$ cat config.mk
export PLATFORM = sky130hd
export DESIGN_NAME = bullet_pool
export DESIGN_NICKNAME = d
export VERILOG_FILES = /design/src/rtl/bullet_pkg.sv /design/src/rtl/bullet_slot_alloc.sv /design/src/rtl/bullet_pool.sv
export SDC_FILE = /design/constraint.sdc
export NUM_CORES = 1
export LEC_CHECK = 0
export ABC_AREA = 1
export ABC_CLOCK_PERIOD_IN_PS = 5930
export CELL_PAD_IN_SITES_DETAIL_PLACEMENT = 1
export CELL_PAD_IN_SITES_GLOBAL_PLACEMENT = 2
export CORE_MARGIN = 3
export CORE_UTILIZATION = 29
export CTS_CLUSTER_SIZE = 25
export DETAILED_ROUTE_END_ITERATION = 8
export PLACE_DENSITY_LB_ADDON = 0.1
export SYNTH_ARGS = -nofsm -noshare
export SYNTH_HDL_FRONTEND = slang
export SYNTH_SLANG_ARGS = --single-unit
$ cat constraint.sdc
create_clock -name i_Clk -period 5.93 [get_ports i_Clk]
set_input_delay 0.8895 -clock i_Clk [delete_from_list [all_inputs] [get_ports i_Clk]]
set_output_delay 0.8895 -clock i_Clk [all_outputs]
set_load 0.005 [all_outputs]
$ cat src/rtl/bullet_pkg.sv
// bullet_pkg: shared constants and helpers for the projectile pool.
//   POS_W/X_W/Y_W  - packed position layout {X[9:0], Y[8:0]}
//   DEAD_POSITION  - position reported by a free slot
//   DISP_W/DISP_H  - default display geometry
//   packPos/posX/posY - pack and unpack a position word
package bullet_pkg;
    localparam int X_W   = 10;
    localparam int Y_W   = 9;
    localparam int POS_W = X_W + Y_W;

    localparam logic [POS_W-1:0] DEAD_POSITION = 19'h7FFFF;

    localparam int DISP_W = 640;
    localparam int DISP_H = 480;

    function automatic logic [POS_W-1:0] packPos(input logic [X_W-1:0] x,
                                                 input logic [Y_W-1:0] y);
        return {x, y};
    endfunction

    function automatic logic [X_W-1:0] posX(input logic [POS_W-1:0] pos);
        return pos[POS_W-1:Y_W];
    endfunction

    function automatic logic [Y_W-1:0] posY(input logic [POS_W-1:0] pos);
        return pos[Y_W-1:0];
    endfunction
endpackage

$ cat src/rtl/bullet_slot_alloc.sv
// bullet_slot_alloc: lowest-index-first priority encoder over a free vector.
//   i_FreeVec  - one bit per slot, 1 = slot is free
//   o_Grant    - one-hot grant of the lowest free slot (all zero if none)
//   o_fAnyFree - at least one slot is free
module bullet_slot_alloc #(
    parameter int N = 16
) (
    input  logic [N-1:0] i_FreeVec,
    output logic [N-1:0] o_Grant,
    output logic         o_fAnyFree
);
    // x & -x isolates the lowest set bit.
    assign o_Grant    = i_FreeVec & (~i_FreeVec + 1'b1);
    assign o_fAnyFree = |i_FreeVec;
endmodule

$ cat src/rtl/bullet_pool.sv
// bullet_pool: reusable pool of N_SLOT projectiles.
//   i_Clk, i_Rst     - clock, synchronous active-low reset
//   i_fTick          - frame tick; movement and cooldown advance on it
//   i_fSpawn         - spawn request, taken when o_fSpawnReady is high
//   i_SpawnPos/Dir   - spawn position {X,Y} and direction (1 = up)
//   o_fSpawnReady    - cooldown expired and a slot is free
//   i_KillMask       - per-slot kill from the collision checker
//   o_BulletState    - per-slot alive flags
//   o_BulletPos      - packed positions, slot k at [19k+18:19k]
//   o_ActiveCnt      - number of alive slots
module bullet_pool #(
    parameter int N_SLOT   = 16,
    parameter int SPEED    = 4,
    parameter int COOLDOWN = 11,
    parameter int BULLET_H = 20,
    parameter int DISP_W   = bullet_pkg::DISP_W,
    parameter int DISP_H   = bullet_pkg::DISP_H
) (
    input  logic                              i_Clk,
    input  logic                              i_Rst,
    input  logic                              i_fTick,
    input  logic                              i_fSpawn,
    input  logic [bullet_pkg::POS_W-1:0]      i_SpawnPos,
    input  logic                              i_SpawnDir,
    output logic                              o_fSpawnReady,
    input  logic [N_SLOT-1:0]                 i_KillMask,
    output logic [N_SLOT-1:0]                 o_BulletState,
    output logic [N_SLOT*bullet_pkg::POS_W-1:0] o_BulletPos,
    output logic [5:0]                        o_ActiveCnt
);
    import bullet_pkg::*;

    if (N_SLOT < 2 || N_SLOT > 32) begin : gBadSlot
        $error("bullet_pool: N_SLOT out of range");
    end
    if (SPEED < 1 || SPEED > 15) begin : gBadSpeed
        $error("bullet_pool: SPEED out of range");
    end
    if (DISP_W > (1 << X_W) || DISP_H > (1 << Y_W)) begin : gBadDisp
        $error("bullet_pool: display does not fit position fields");
    end

    localparam int CD_W = (COOLDOWN > 0) ? $clog2(COOLDOWN + 1) : 1;
    localparam logic [CD_W-1:0] CD_LOAD = CD_W'(COOLDOWN);
    localparam logic [X_W-1:0]  SPD     = X_W'(SPEED);
    // Lowest Y a down-moving bullet may still occupy.
    localparam logic [X_W-1:0]  Y_LIMIT = X_W'(DISP_H - BULLET_H);

    logic [N_SLOT-1:0]            stateQ, stateN;
    logic [N_SLOT-1:0]            dirQ, dirN;
    logic [N_SLOT-1:0][POS_W-1:0] posQ, posN;
    logic [CD_W-1:0]              cdQ, cdN;
    logic [5:0]                   cntQ, cntN;

    logic [N_SLOT-1:0] grant;
    logic              fAnyFree;
    logic              fAccept;

    bullet_slot_alloc #(.N(N_SLOT)) uAlloc (
        .i_FreeVec  (~stateQ),
        .o_Grant    (grant),
        .o_fAnyFree (fAnyFree)
    );

    assign o_fSpawnReady = (cdQ == '0) && fAnyFree;
    assign fAccept       = i_fSpawn && o_fSpawnReady;

    always_comb begin
        logic [X_W-1:0] y10;
        stateN = stateQ;
        dirN   = dirQ;
        posN   = posQ;
        cntN   = '0;
        y10    = '0;
        for (int k = 0; k < N_SLOT; k++) begin
            // Y widened to 10 bits so the border compares cannot wrap.
            y10 = {1'b0, posY(posQ[k])};
            if (i_KillMask[k] && stateQ[k]) begin
                stateN[k] = 1'b0;
                posN[k]   = DEAD_POSITION;
            end else if (fAccept && grant[k]) begin
                // A freshly spawned bullet stays put even on a tick edge.
                stateN[k] = 1'b1;
                posN[k]   = i_SpawnPos;
                dirN[k]   = i_SpawnDir;
            end else if (i_fTick && stateQ[k]) begin
                if (dirQ[k]) begin
                    if (y10 < SPD) begin
                        stateN[k] = 1'b0;
                        posN[k]   = DEAD_POSITION;
                    end else begin
                        posN[k] = packPos(posX(posQ[k]), Y_W'(y10 - SPD));
                    end
                end else begin
                    if (y10 + SPD > Y_LIMIT) begin
                        stateN[k] = 1'b0;
                        posN[k]   = DEAD_POSITION;
                    end else begin
                        posN[k] = packPos(posX(posQ[k]), Y_W'(y10 + SPD));
                    end
                end
            end
            cntN = cntN + 6'(stateN[k]);
        end
    end

    always_comb begin
        cdN = cdQ;
        if (fAccept)
            cdN = CD_LOAD;
        else if (i_fTick && cdQ != '0)
            cdN = cdQ - 1'b1;
    end

    always_ff @(posedge i_Clk) begin
        if (!i_Rst) begin
            stateQ <= '0;
            dirQ   <= '0;
            posQ   <= {N_SLOT{DEAD_POSITION}};
            cdQ    <= '0;
            cntQ   <= '0;
        end else begin
            stateQ <= stateN;
            dirQ   <= dirN;
            posQ   <= posN;
            cdQ    <= cdN;
            cntQ   <= cntN;
        end
    end

    assign o_BulletState = stateQ;
    assign o_BulletPos   = posQ;
    assign o_ActiveCnt   = cntQ;
endmodule
==> flow_summary.yaml <==
run_status:
  status: "complete, no violations"
layout:
  drive_above_1_share: 0.0510
  fillers: 9177
  area_delta_synth_final_pct: 28.7
  final_util: 0.379
  final_net_count: 3771
  finalNonFillerCells: 4657
power_and_ir_drop:
  p_seq_frac: 0.366
  powerDensity_nw_per_um2: 253
  p_sw_frac: 0.318
  switching_power_mw: 2.19
  intPower_mw: 4.70
  p_comb_frac: 0.206
  peakVddDrop_v: 0.000179
  pwr-share-clk: 0.429
  cellLeakagePower_nw: 14.1
sta:
  slew-limit-headroom: 0.227
  setup_violations: 0
  worstMarginPinSlew_ns: 1.16
  fin_crit_ns: 5.27
  fin_crit_sh: 0.888
  fmax_ghz: 0.190
  drv_slew: 0
  fin_ws_ns: 0.662
  tns_ns: 0
  hold_viol_final: 0
  fin_worst_skew_ns: 0.0154
  rsz0062_at_grt: "false"
synth:
  synth-simple-area-share: 0.407
  synth_ff_type: "dfxtp_1"
  synth_cell_types: 42
  seq_area_frac_synth: 0.327
  synth_compound_area_frac: 0.101
  netlist_instances: 3358
  synth_edf_count: 0
  syn-num-nets: 3462
  synth_top_family_by_area: "simple AND/OR/NAND/NOR gates"
  synthAdderAreaFrac: 0.0414
  synthesis.area_um2: 21100
  ys_async_sr_fraction: 0
  ys_ff_latch: 345
  ys_warn_count: 0
  synth-xor-area-share: 0.0186
  synthMuxAreaShare: 0
  syn_avg_cell_area_um2: 6.30
clock_tree:
  clock-sinks: 345
  cts_tree: "done"
  post_cts_buffers: 0
  cts.path.max_buffers: 3
  cts_resized: 0
  cts_buffers: 46
  clk_pin_slew_ns: 0.06
  clk-insertion-delay-late_ns: 0.59
  htree_levels: 2
  cts_hold_buf: 0
  cts-root-buf: "clkbuf_16"
detailed_routing:
  viasPerCell: 5.08
  post_drt_wl_per_cell_um: 21.2
  wl_mm: 98.5
  drc_errors: 0
  drt_iter0_markers: 1334
  dr.pass1.iters: 5
  ant_nets: 0
  num_vias: 23700
placement:
  io_buffers: 365
  gp_congestion: 0.889
  dp_cells: 4569
  preCtsSetupSlack_ns: 0.415
  hpwlAfterDp_mm: 71.3
worst_setup_path:
  crit_path_cell_trace: "ha_1, nand2_1, nor2_1, nand3_1, nand2_1, nor2_1, nand2_1, nand3_1, nand3_1, nand2_1, a21oi_1, fa_1, inv_1, fa_1, fa_1, inv_1, fa_1, ha_1, fa_1, nand2_1, inv_1, o21ai_0, nor2_1"
  crit_buf_inv: 3
  cp_top_family: "adder cells"
  crit_fanout: 7
  cp.required_ns: 6.39
  critical-path-slowest-cell: "fa_1"
  setup.worst_path.class: "register to register"
  cp-start-kind: "register"
  ff2ff_setup_slack_ns: 0.66
  cpPeakStageDelay_ns: 0.53
  r2r-start: "o_BulletPos[60]"
  cp-end-kind: "register"
  r2r_end: "o_ActiveCnt[4]"
  reg2reg_depth: 23
  crit_arrival_ns: 5.73
  cp_num_cells: 23
flow_run:
  drv_cap: 0
global_routing:
  grt_overflow: 0
  grt_pass1_vias: 24200
  grt_max_degree: 30
  track_usage: 0.252
  antenna_found_initial: 6
  grt_pass1_wl_mm: 148
die:
  num_rows: 98
  core_um2: 71900
  die_w_um: 276
  initial_core_util: 0.294
  die_y_um: 276
  ios: 367
  die-area_um2: 76200
hold_path:
  hold_depth: 2
  hold_end: "o_BulletPos[129]"
  hold_path.startpoint: "o_BulletPos[129]"
  hp-class: "register to register"
per-layer routing:
layer,vias to the layer above,GRT usage,wire length (um)
met3,155,0.0544,5500
li1,11500,-,-
met1,11500,0.320,43200
met4,6,0.0820,3310
met2,525,0.423,46400
met5,-,0,51
per-stage QoR:
stage          instance area [um2]  hold WS (ns)  total power, mW
2_1_floorplan                21100         0.453             3.43
3_3_place_gp                 25600         0.445             3.96
3_5_place_dp                 25600         0.446             3.99
4_1_cts                      27200         0.461             6.98
5_1_grt                      27200         0.490             7.25
6_report                     27200         0.457             6.90
final cells by class:
type	instances	area [um2]	area share
multi-input cells	2466	12000	0.442
well taps	950	1190	0.0437
inverters	394	1480	0.0544
flip-flops and latches	345	6910	0.254
clock buffers	67	1390	0.0512
diodes	3	7.51	0.000276
repair buffers	414	4010	0.147
clock inverters	18	201	0.00740
cell families (layout without fill, tap and decap cells):
kind of cell / count (synthesis) / count (layout)
other: 1 / 4
DFF: 345 / 345
buffers and inverters: 547 / 893
AOI/OAI and AO/OA: 392 / 392
and+or+nand+nor: 1964 / 1964
adders and majority gates: 64 / 64
xor gates and xnor gates: 45 / 45
power groups by stage:
stage	Clock, mW	Sequential [mW]	Combinational, mW
2_1_floorplan	0	2.53	0.900
3_3_place_gp	0	2.57	1.39
3_5_place_dp	0	2.57	1.42
4_1_cts	3.03	2.52	1.43
5_1_grt	3.13	2.53	1.58
6_report	2.96	2.52	1.42
sequential cells by signal, summed over array words and instances, names as in the netlist:
register	count
cdQ	4
o_ActiveCnt	5
dirQ	16
o_BulletState	16
o_BulletPos	304
cell usage in the layout (no fill, tap or decap), drive strengths merged:
master | synthesis | final
o221ai | 3 | 3
bufinv | 0 | 4
ha | 54 | 54
a21boi | 3 | 3
buf | 84 | 51
clkinvlp | 0 | 3
xnor2 | 13 | 13
nor4 | 1 | 1
diode | 0 | 3
o211ai | 22 | 22
nor3 | 17 | 17
clkbuf | 69 | 67
conb | 1 | 1
nand4 | 68 | 68
or2 | 3 | 3
o21bai | 22 | 22
nand3 | 579 | 579
nand2 | 1062 | 1062
clkdlybuf4s50 | 0 | 363
a31oi | 3 | 3
xor2 | 32 | 32
nand3b | 28 | 28
fa | 10 | 10
a21oi | 154 | 154
clkinv | 8 | 25
o21ai | 182 | 182
a21o | 2 | 2
o2111ai | 1 | 1
dfxtp | 345 | 345
inv | 386 | 380
nor2 | 206 | 206
worst max-delay path by stage:
stage	startpoint	end
2_1_floorplan	i_fTick	o_ActiveCnt[4]
3_3_place_gp	i_fSpawn	o_ActiveCnt[4]
3_5_place_dp	i_fSpawn	o_ActiveCnt[4]
4_1_cts	o_BulletPos[60]	o_ActiveCnt[4]
5_1_grt	o_BulletPos[60]	o_ActiveCnt[4]
6_report	o_BulletPos[60]	o_ActiveCnt[4]
Yosys cell counts (32+ instances only):
cell type,n,area [um2]
ha_1,54,676
a21oi_1,154,771
nand2_1,1057,3970
inv_1,371,1390
xor2_1,32,280
clkbuf_1,69,259
nand3_1,569,2850
buf_2,63,315
o21ai_0,157,786
nand4_1,61,382
nor2_1,199,747
dfxtp_1,345,6910
worst min-delay path, cell delays in order (launching register included):
cell and delay (ns):
dfxtp_1 0.32, nand2_1 0.05, nand3_1 0.05
(Power assumes the default switching activity.)
